--- config.mk ---
export PLATFORM = sky130hd
export DESIGN_NAME = fleet_tactics_ctrl
export DESIGN_NICKNAME = d
export VERILOG_FILES = /design/src/rtl/fleet_tactics_ctrl.sv
export SDC_FILE = /design/constraint.sdc
export NUM_CORES = 2
export LEC_CHECK = 0
export ABC_AREA = 0
export BUFFER_PORTS_ARGS = -buffer_cell sky130_fd_sc_hd__buf_2
export CAP_MARGIN = 25
export CORE_UTILIZATION = 50
export DETAILED_ROUTE_END_ITERATION = 8
export PLACE_DENSITY = 0.67
export SETUP_SLACK_MARGIN = 0.5
export SLEW_MARGIN = 20
export SYNTH_ARGS = -nofsm -noshare
export SYNTH_HDL_FRONTEND = slang
export SYNTH_SLANG_ARGS = --single-unit
--- constraint.sdc ---
create_clock -name clk -period 26.7 [get_ports clk]
set_input_delay 5.34 -clock clk [delete_from_list [all_inputs] [get_ports clk]]
set_output_delay 5.34 -clock clk [all_outputs]
set_load 0.02 [all_outputs]
--- src/rtl/fleet_tactics_ctrl.sv ---
// fleet_tactics_ctrl: per-ship tactical opponent controller.
// This module tracks each enemy and dead-reckons it while the enemy is cloaked.
// It selects the nearest valid track as the target.
// A PATROL/ENGAGE/EVADE/RECHARGE/DEAD state machine then drives registered steering and action attempts.
module fleet_tactics_ctrl #(
    parameter int NUM_SHIPS     = 3,
    parameter int COORD_W       = 8,
    parameter int ACC_W         = 4,
    parameter int MAX_ACC       = 2,
    parameter int FIRE_COST     = 30,
    parameter int SHIELD_COST   = 25,
    parameter int CLOAK_COST    = 15,
    parameter int FIRE_RANGE    = 48,
    parameter int DANGER_RANGE  = 12,
    parameter int RECHARGE_LO   = 20,
    parameter int RECHARGE_HI   = 60,
    parameter int FIRE_COOLDOWN = 2,
    parameter int STALE_LIMIT   = 6,
    parameter int BORDER        = 32,
    parameter int MARGIN        = 2
) (
    input  logic                           clk,
    input  logic                           reset,
    input  logic [NUM_SHIPS*COORD_W-1:0]   x_i,
    input  logic [NUM_SHIPS*COORD_W-1:0]   y_i,
    input  logic [NUM_SHIPS*8-1:0]         energy_i,
    input  logic [NUM_SHIPS-1:0]           destroyed_i,
    input  logic [NUM_SHIPS*COORD_W-1:0]   enemy_x_i,
    input  logic [NUM_SHIPS*COORD_W-1:0]   enemy_y_i,
    input  logic [NUM_SHIPS-1:0]           enemy_cloaked_i,
    input  logic [NUM_SHIPS-1:0]           enemy_destroyed_i,
    output logic [NUM_SHIPS*ACC_W-1:0]     x_a_o,
    output logic [NUM_SHIPS*ACC_W-1:0]     y_a_o,
    output logic [NUM_SHIPS-1:0]           attempt_fire_o,
    output logic [NUM_SHIPS-1:0]           attempt_shield_o,
    output logic [NUM_SHIPS-1:0]           attempt_cloak_o,
    output logic [NUM_SHIPS*2-1:0]         fire_dir_o,
    output logic [NUM_SHIPS*3-1:0]         state_dbg_o
);

    localparam int CW    = COORD_W;
    localparam int DW    = COORD_W + 2;
    localparam int AGE_W = $clog2(STALE_LIMIT + 1);
    localparam int CD_W  = $clog2(FIRE_COOLDOWN + 1);

    typedef logic signed [CW-1:0]    coord_t;
    typedef logic signed [3:0]       vel_t;
    typedef logic signed [DW-1:0]    wide_t;
    typedef logic        [DW-1:0]    dist_t;
    typedef logic signed [ACC_W-1:0] acc_t;

    typedef enum logic [2:0] {
        PATROL   = 3'd0,
        ENGAGE   = 3'd1,
        EVADE    = 3'd2,
        RECHARGE = 3'd3,
        DEAD     = 3'd4
    } state_t;

    localparam wide_t            VEL_LIM     = wide_t'(7);
    localparam wide_t            POS_LIM     = wide_t'(BORDER - 1);
    localparam wide_t            GUARD       = wide_t'(BORDER - MARGIN);
    localparam wide_t            ACC_MAX     = wide_t'(MAX_ACC);
    localparam wide_t            ACC_ONE     = wide_t'(1);
    localparam dist_t            FIRE_DIST   = dist_t'(FIRE_RANGE);
    localparam dist_t            DANGER_DIST = dist_t'(DANGER_RANGE);
    localparam logic [7:0]       FIRE_E      = 8'(FIRE_COST);
    localparam logic [7:0]       SHIELD_E    = 8'(SHIELD_COST);
    localparam logic [7:0]       CLOAK_E     = 8'(CLOAK_COST);
    localparam logic [7:0]       RLO_E       = 8'(RECHARGE_LO);
    localparam logic [7:0]       RHI_E       = 8'(RECHARGE_HI);
    localparam logic [AGE_W-1:0] AGE_MAX     = AGE_W'(STALE_LIMIT);
    localparam logic [CD_W-1:0]  CD_LOAD     = CD_W'(FIRE_COOLDOWN);

    function automatic wide_t absW(input wide_t v);
        return v[DW-1] ? -v : v;
    endfunction

    function automatic vel_t satVel(input wide_t v);
        if (v > VEL_LIM)       return vel_t'(VEL_LIM);
        else if (v < -VEL_LIM) return vel_t'(-VEL_LIM);
        else                   return vel_t'(v);
    endfunction

    function automatic coord_t satPos(input wide_t v);
        if (v > POS_LIM)       return coord_t'(POS_LIM);
        else if (v < -POS_LIM) return coord_t'(-POS_LIM);
        else                   return coord_t'(v);
    endfunction

    function automatic acc_t clampAcc(input wide_t v, input wide_t lim);
        if (v > lim)       return acc_t'(lim);
        else if (v < -lim) return acc_t'(-lim);
        else               return acc_t'(v);
    endfunction

    function automatic acc_t signAcc(input wide_t v, input wide_t mag);
        if (v[DW-1])        return acc_t'(-mag);
        else if (v != '0)   return acc_t'(mag);
        else                return '0;
    endfunction

    function automatic logic [1:0] fireDir(input wide_t dx, input wide_t dy);
        if (absW(dx) >= absW(dy)) return dx[DW-1] ? 2'd2 : 2'd0;
        else                      return (!dy[DW-1] && dy != '0) ? 2'd3 : 2'd1;
    endfunction

    coord_t              trkX_q [NUM_SHIPS];
    coord_t              trkX_d [NUM_SHIPS];
    coord_t              trkY_q [NUM_SHIPS];
    coord_t              trkY_d [NUM_SHIPS];
    vel_t                velX_q [NUM_SHIPS];
    vel_t                velX_d [NUM_SHIPS];
    vel_t                velY_q [NUM_SHIPS];
    vel_t                velY_d [NUM_SHIPS];
    logic [AGE_W-1:0]    age_q  [NUM_SHIPS];
    logic [AGE_W-1:0]    age_d  [NUM_SHIPS];
    logic [NUM_SHIPS-1:0] valid_q, valid_d, gone_q, gone_d;

    state_t              state_q [NUM_SHIPS];
    state_t              state_d [NUM_SHIPS];
    logic [CD_W-1:0]     cd_q    [NUM_SHIPS];
    logic [CD_W-1:0]     cd_d    [NUM_SHIPS];

    logic [NUM_SHIPS*ACC_W-1:0] xa_q, xa_d, ya_q, ya_d;
    logic [NUM_SHIPS-1:0]       fire_q, fire_d, shield_q, shield_d, cloak_q, cloak_d;
    logic [NUM_SHIPS*2-1:0]     dir_q, dir_d;

    // Next track state per enemy: refresh when visible, dead-reckon when cloaked, drop permanently when destroyed
    always_comb begin
        for (int e = 0; e < NUM_SHIPS; e++) begin
            trkX_d[e]  = trkX_q[e];
            trkY_d[e]  = trkY_q[e];
            velX_d[e]  = velX_q[e];
            velY_d[e]  = velY_q[e];
            age_d[e]   = age_q[e];
            valid_d[e] = valid_q[e];
            gone_d[e]  = gone_q[e] | enemy_destroyed_i[e];
            if (gone_d[e]) begin
                valid_d[e] = 1'b0;
            end else if (!enemy_cloaked_i[e]) begin
                trkX_d[e]  = coord_t'(enemy_x_i[e*CW +: CW]);
                trkY_d[e]  = coord_t'(enemy_y_i[e*CW +: CW]);
                velX_d[e]  = valid_q[e] ? satVel(wide_t'(trkX_d[e]) - wide_t'(trkX_q[e])) : '0;
                velY_d[e]  = valid_q[e] ? satVel(wide_t'(trkY_d[e]) - wide_t'(trkY_q[e])) : '0;
                age_d[e]   = '0;
                valid_d[e] = 1'b1;
            end else begin
                trkX_d[e] = satPos(wide_t'(trkX_q[e]) + wide_t'(velX_q[e]));
                trkY_d[e] = satPos(wide_t'(trkY_q[e]) + wide_t'(velY_q[e]));
                if (age_q[e] != AGE_MAX) age_d[e] = age_q[e] + 1'b1;
                if (age_d[e] == AGE_MAX) valid_d[e] = 1'b0;
            end
        end
    end

    // Per ship: pick the nearest fresh track, choose the next state, and derive the actions the state registers
    always_comb begin
        wide_t      px, py, dx, dy, ldx, ldy, tgtX, tgtY, tgtVx, tgtVy;
        dist_t      d, best;
        logic       hasTgt;
        logic [7:0] en;
        acc_t       ax, ay;
        xa_d = '0; ya_d = '0; fire_d = '0; shield_d = '0; cloak_d = '0; dir_d = '0;
        px = '0; py = '0; dx = '0; dy = '0; ldx = '0; ldy = '0;
        tgtX = '0; tgtY = '0; tgtVx = '0; tgtVy = '0;
        d = '0; best = '0; hasTgt = 1'b0; en = '0; ax = '0; ay = '0;
        for (int s = 0; s < NUM_SHIPS; s++) begin
            px = wide_t'(coord_t'(x_i[s*CW +: CW]));
            py = wide_t'(coord_t'(y_i[s*CW +: CW]));
            en = energy_i[s*8 +: 8];
            hasTgt = 1'b0; best = '0;
            tgtX = '0; tgtY = '0; tgtVx = '0; tgtVy = '0;
            for (int e = 0; e < NUM_SHIPS; e++) begin
                dx = wide_t'(trkX_d[e]) - px;
                dy = wide_t'(trkY_d[e]) - py;
                d  = dist_t'(absW(dx)) + dist_t'(absW(dy));
                if (valid_d[e] && (!hasTgt || d < best)) begin
                    hasTgt = 1'b1;
                    best   = d;
                    tgtX   = wide_t'(trkX_d[e]);
                    tgtY   = wide_t'(trkY_d[e]);
                    tgtVx  = wide_t'(velX_d[e]);
                    tgtVy  = wide_t'(velY_d[e]);
                end
            end
            ldx = tgtX + tgtVx - px;
            ldy = tgtY + tgtVy - py;

            if (state_q[s] == DEAD || destroyed_i[s])
                state_d[s] = DEAD;
            else if (hasTgt && best <= DANGER_DIST)
                state_d[s] = EVADE;
            else if (en < RLO_E || (state_q[s] == RECHARGE && en < RHI_E))
                state_d[s] = RECHARGE;
            else if (hasTgt && best <= FIRE_DIST && en >= FIRE_E)
                state_d[s] = ENGAGE;
            else
                state_d[s] = PATROL;

            cd_d[s] = (cd_q[s] != '0) ? cd_q[s] - 1'b1 : '0;
            ax = '0;
            ay = '0;
            case (state_d[s])
                EVADE: begin
                    shield_d[s] = (en >= SHIELD_E);
                    cloak_d[s]  = (en < SHIELD_E) && (en >= CLOAK_E);
                    ax = signAcc(px - tgtX, ACC_MAX);
                    ay = signAcc(py - tgtY, ACC_MAX);
                end
                RECHARGE: begin
                    ax = signAcc(-px, ACC_ONE);
                    ay = signAcc(-py, ACC_ONE);
                end
                ENGAGE: begin
                    if (cd_q[s] == '0) begin
                        fire_d[s] = 1'b1;
                        cd_d[s]   = CD_LOAD;
                    end
                    ax = clampAcc(ldx, ACC_MAX);
                    ay = clampAcc(ldy, ACC_MAX);
                end
                PATROL: begin
                    if (hasTgt) begin
                        ax = clampAcc(tgtX - px, ACC_ONE);
                        ay = clampAcc(tgtY - py, ACC_ONE);
                    end
                end
                default: ;
            endcase

            if (state_d[s] != DEAD) begin
                if (px >= GUARD)       ax = acc_t'(-ACC_MAX);
                else if (px <= -GUARD) ax = acc_t'(ACC_MAX);
                if (py >= GUARD)       ay = acc_t'(-ACC_MAX);
                else if (py <= -GUARD) ay = acc_t'(ACC_MAX);
                if (hasTgt) dir_d[s*2 +: 2] = fireDir(ldx, ldy);
            end
            xa_d[s*ACC_W +: ACC_W] = ax;
            ya_d[s*ACC_W +: ACC_W] = ay;
        end
    end

    // Register tracks, state machines, cooldowns and all outputs; synchronous reset clears everything
    always_ff @(posedge clk) begin
        if (reset) begin
            for (int i = 0; i < NUM_SHIPS; i++) begin
                trkX_q[i]  <= '0;
                trkY_q[i]  <= '0;
                velX_q[i]  <= '0;
                velY_q[i]  <= '0;
                age_q[i]   <= '0;
                state_q[i] <= PATROL;
                cd_q[i]    <= '0;
            end
            valid_q  <= '0;
            gone_q   <= '0;
            xa_q     <= '0;
            ya_q     <= '0;
            fire_q   <= '0;
            shield_q <= '0;
            cloak_q  <= '0;
            dir_q    <= '0;
        end else begin
            trkX_q   <= trkX_d;
            trkY_q   <= trkY_d;
            velX_q   <= velX_d;
            velY_q   <= velY_d;
            age_q    <= age_d;
            state_q  <= state_d;
            cd_q     <= cd_d;
            valid_q  <= valid_d;
            gone_q   <= gone_d;
            xa_q     <= xa_d;
            ya_q     <= ya_d;
            fire_q   <= fire_d;
            shield_q <= shield_d;
            cloak_q  <= cloak_d;
            dir_q    <= dir_d;
        end
    end

    // Expose the registered state of each ship alongside the outputs it produced
    always_comb begin
        state_dbg_o = '0;
        for (int s = 0; s < NUM_SHIPS; s++) state_dbg_o[s*3 +: 3] = state_q[s];
    end

    assign x_a_o            = xa_q;
    assign y_a_o            = ya_q;
    assign attempt_fire_o   = fire_q;
    assign attempt_shield_o = shield_q;
    assign attempt_cloak_o  = cloak_q;
    assign fire_dir_o       = dir_q;

endmodule

# Yosys cells after proc, flatten, opt, wreduce, memory -nomap -nowiden

Cells that the tools add are included.

Flip-flop bits (word level): 141
Input bits: 131
Output and inout port bits: 48
Word-level logic and storage cells: 598

Reduce and logical (&&, ||, !) cells: 76
Bitwise gates (word level): 15
Equal/unequal tests: 24
Magnitude comparators: 93
Add/sub/neg operators: 99
Muxes and demuxes: 254

Operator list:

| operator            | count |
|---|---|
| $mux 10             | 61 |
| $mux 4              | 90 |
| $sub 8x8->9         | 24 |
| $mux 8              | 24 |
| $neg 9->10          | 18 |
| $add 10x10->10      | 15 |
| $reduce_bool 10->1  | 15 |
| $sub 10x8->10       | 12 |
| $pmux 4 s4          | 6 |
| $gt 10x2->1 const B | 6 |
| $gt 10x3->1 const B | 6 |
| $lt 10x1->1 const B | 6 |
| $lt 10x10->1        | 6 |
| $lt 10x2->1 const B | 6 |
| $mux 2              | 30 |
| $neg 10->10         | 6 |
| $neg 8->10          | 6 |
| $sub 8x10->10       | 6 |
| $add 8x4->9         | 6 |
| $gt 9x4->1 const B  | 6 |
| $gt 9x6->1 const B  | 6 |
| $lt 9x4->1 const B  | 6 |
| $lt 9x6->1 const B  | 6 |
| $ge 8x5->1 const B  | 6 |
| 26 further kinds    | 182 |

# Depth between registers and ports, before layout

Depth after elaboration: 31
Gate-level depth with buffers: 78
Gate-level depth less buffers: 73

# Least setup slack after synthesis

OpenSTA, ideal clock, no wires.

Path kind: input to register
From: input port enemy_destroyed_i[1]
To: register dir_q[5], in the netlist fire_dir_o[5]
Slack: 8130 ps
Data required time: 26561 ps
Library setup time: 139 ps
Buffers on the path: 5
Cell stages on the path: 60
Arrival: 18431 ps
Path through: nor2_1 clkbuf_1 o311ai_1 o31ai_1 ha_1 fa_1 nor2b_1 o21ai_0 nand2b_1 a21o_1 a21o_1 a211oi_1 mux2_1 o21ai_0 fa_1 a21o_1 a21oi_1 o21ai_0 [24 not listed] o21bai_1 a2111oi_0 nor3_1 and2_1 o31ai_1 o21ai_0 ha_1 nor2b_1 o21a_1 o21a_1 o21a_1 o21a_1 o21a_1 o21a_1 o21ai_0 a21oi_1 mux2i_1 nor3_1

Word-level cells in the longest chain between the ends: 24
Elaborated cells between the ends (all ways): 60
Those cells by class: add/sub (11); order compare (5); eq/ne (1); mux (28); bitwise (3); reduce/logical (12)

RTL lines:

| item                                                | line | RTL |
|---|---|---|
| start: declaration                                  | 31   | `input logic [NUM_SHIPS-1:0] enemy_destroyed_i,` |
| $or 1x1->1 *                                        | 138  | `gone_d[e] = gone_q[e] \| enemy_destroyed_i[e];` |
| branches (longest 23 deep; another with $neg 9->10) | n/a  |  |
| end signal: assignment                              | 279  | `dir_q <= dir_d;` |
| end: declaration                                    | 127  | `logic [NUM_SHIPS*2-1:0] dir_q, dir_d;` |

Every way passes the cells marked *.
A chain may end at the register's enable or synchronous reset.

==> impl_metrics.ini <==
[power_and_ir_drop]
p_comb_frac = 0.897
power.share.sequential = 0.050
swShare = 0.554
p_per_area_nw_per_um2 = 126
peakVddDrop_mv = 0.163
power_frac_clock = 0.053
p_int_uw = 2140
p_sw_uw = 2660
leakagePower_uw = 0.0181

[setup_path]
worst-path-max-fanout = 24
crit_slowest_cell = a211oi_1
worstReg2RegEnd = fire_dir_o[3]
cp-end-kind = flop
ff2ff_path_depth = 68
ff2ff_setup_slack_ns = 10.46
worstPathArrival_ns = 19.72
startpoint_type = input port
crit_path_frequent_cell = a21oi_1
required_ns = 27.11
crit_path_max_incr_delay_ns = 0.78
path_class = in -> reg
worst_r2r_startpoint = trkX_q[8]

[final_layout]
fin_util = 0.546
area_delta_synth_final_pct = 8.17
finalNetCount = 5684
drive_gt1_frac = 0.0823
seqCellArea_um2 = 2820
n_fill_cell = 6832
final_area_um2 = 38200
multi_input_area_um2 = 30700

[global_routing]
grt_max_degree = 58
grt_use_total = 0.346
antenna_found_initial = 3
grt_pass1_wl_um = 188000
grt_pass1_vias = 32700
overflow = 0

[placed_design]
hpwl_um = 104000
portBuffers = 178
place_area_um2 = 37600
gp_congestion = 1.09
dp_slack_ns = 6.84

[yosys]
postSynthAreaPerCell_um2 = 7.55
syn_inst = 4671
ys_top_cells_by_area = ha_1, dfxtp_1, xnor2_1
yosys.area.top_type_share = 0.218
ys_warn_count = 0
yosysMostFrequentCell = ha_1
ys_seq_elements = 141
synth_top_area_cell = ha_1
syn-num-nets = 5510
synth_area_um2 = 35300
synth.distinct_cells = 96
synthArstFlopShare = 0
yosysSeqAreaShare = 0.0800
ys.flop_type = dfxtp_1
synth_edf_count = 0
synth_commonest_cells = ha_1, nor2_1, inv_1, a21oi_1, nand2_1

[clocking]
cts_tree = built
clk_path_buf_depth = 2
cts_resized = 0
cts-root-buf = clkbuf_16
cts_sinks = 141
clk_pin_slew_ns = 0.08
cts_buffers = 17
postCtsSetupRepairBufs = 0
cts_max_level = 4
insertion_delay_ns = 0.50
ctsHoldBuffers = 0

[routing]
drc_errors = 0
wirelength_um = 126000
drtPass1Iterations = 6
routedWlPerCell_um = 21.7
vias_per_cell = 6.09
ant_nets = 0
drt-initial-drc-count = 3051
route.vias.total = 35300

[sta]
max_freq_ghz = 0.0518
skew_ns = 0.0256
finalCritPeriodShare = 0.723
period_needed_ns = 19.32
slew_headroom = 0.199
hold_ws_ns = 0.464
timing.final.ws_setup_ns = 7.38
worst_slew_pin_slew_ns = 1.20
finalHoldViolations = 0
fin_setup_tns_ns = 0
final-setup-viol-count = 0
slew_violations = 0
rsz0062_at_grt = no

[floorplan]
initial_utilization = 0.505
die_h_um = 268
io_pins = 179
die_w_um = 268
row_count = 97
coreArea_um2 = 69900
die-area_um2 = 71600

[flow_run]
cap_violations = 0

[min_path]
hp-class = reg -> reg
worstHoldPathCells = 2
hold_path_end = cd_q[3]
hp-start = cd_q[2]

[outcome]
outcome = finished, final reports clean
==> final cells by class <==
cell class / instances / area share
multi-input cells: 4051 / 0.804
clock inverters: 15 / 0.00443
inverters: 382 / 0.0376
well taps: 940 / 0.0308
repair buffers: 252 / 0.0378
flip-flops and latches: 141 / 0.0740
diodes: 3 / 0.000197
clock buffers: 17 / 0.0111
==> through the flow <==
| step | std cells | power [uW] |
|---|---|---|
| 2_1_floorplan | 4671 | 3510 |
| 3_3_place_gp | 5763 | 4410 |
| 3_5_place_dp | 5765 | 4450 |
| 4_1_cts | 5797 | 4740 |
| 5_1_grt | 5799 | 5300 |
| 6_report | 5801 | 4810 |
==> registers in the layout (all words and copies together), names as in the netlist <==
register,count
velY_q,12
cd_q,6
trkY_q,24
velX_q,12
fire_dir_o,6
state_dbg_o,9
x_a_o,12
age_q,9
attempt_cloak_o,3
attempt_shield_o,3
y_a_o,12
attempt_fire_o,3
trkX_q,24
gone_q,3
valid_q,3
==> cell usage in the layout, fill, tap and decap left out, types with 23 or more instances in the layout <==
cell      instances
ha_1            615
nor2_1          440
inv_1           379
a21oi_1         376
nand2_1         246
xnor2_1         238
o21ai_0         201
xor2_1          192
buf_2           178
a21o_1          164
nor2b_1         156
dfxtp_1         141
nor3_1          134
nand2b_1        133
nand3_1          99
fa_1             93
mux2i_1          75
buf_4            73
a31oi_1          65
o21a_1           64
o21bai_1         57
nand4_1          48
or3_1            44
mux2_2           43
nor4_1           40
o31ai_1          38
a211oi_1         32
o22ai_1          30
or2_2            23
==> cells by family (layout without fill, tap and decap cells) <==
kind of cell    count (synthesis)  in the layout  synth area share
simple gates                 1498           1498             0.215
compound gates               1295           1295             0.240
fa+ha+maj                     708            708             0.271
buf+inv                       479            666            0.0516
xor+xnor                      430            430             0.107
flops                         141            141            0.0800
mux                           120            120            0.0356
other cells                     0              3                 0
==> per-layer routing <==
layer  global-route usage  routed length (um)
met1                0.442               53500
met2                0.543               54300
met4                0.192                7670
met5               0.0118                 136
met3               0.0647               10100
==> worst max-delay path: cells and delay by family <==
family	cells	cell delay, ns
AO/OA/AOI/OAI	32	7.67
XOR/XNOR	1	0.14
adder cells (fa/ha/maj)	7	2.39
buffers and inverters	3	0.36
multiplexers	1	0.14
AND/OR/NAND/NOR	18	3.67
==> power by group through the flow <==
stage	clock network [uW]	registers, uW	logic, uW
4_1_cts	261	241	4230
2_1_floorplan	0	251	3260
3_3_place_gp	0	245	4160
5_1_grt	267	243	4790
6_report	254	241	4310
3_5_place_dp	0	245	4200
==> worst max-delay path by stage <==
stage	slack (ns)	end	cells after the start	from
2_1_floorplan	8.13	fire_dir_o[5]	60	enemy_destroyed_i[1]
3_3_place_gp	7.09	fire_dir_o[5]	63	enemy_destroyed_i[0]
3_5_place_dp	6.84	fire_dir_o[5]	63	enemy_destroyed_i[0]
4_1_cts	7.34	fire_dir_o[5]	62	enemy_destroyed_i[0]
5_1_grt	6.14	fire_dir_o[5]	64	enemy_destroyed_i[0]
6_report	7.38	fire_dir_o[3]	62	enemy_destroyed_i[0]
Power figures use the tool's default switching activity.
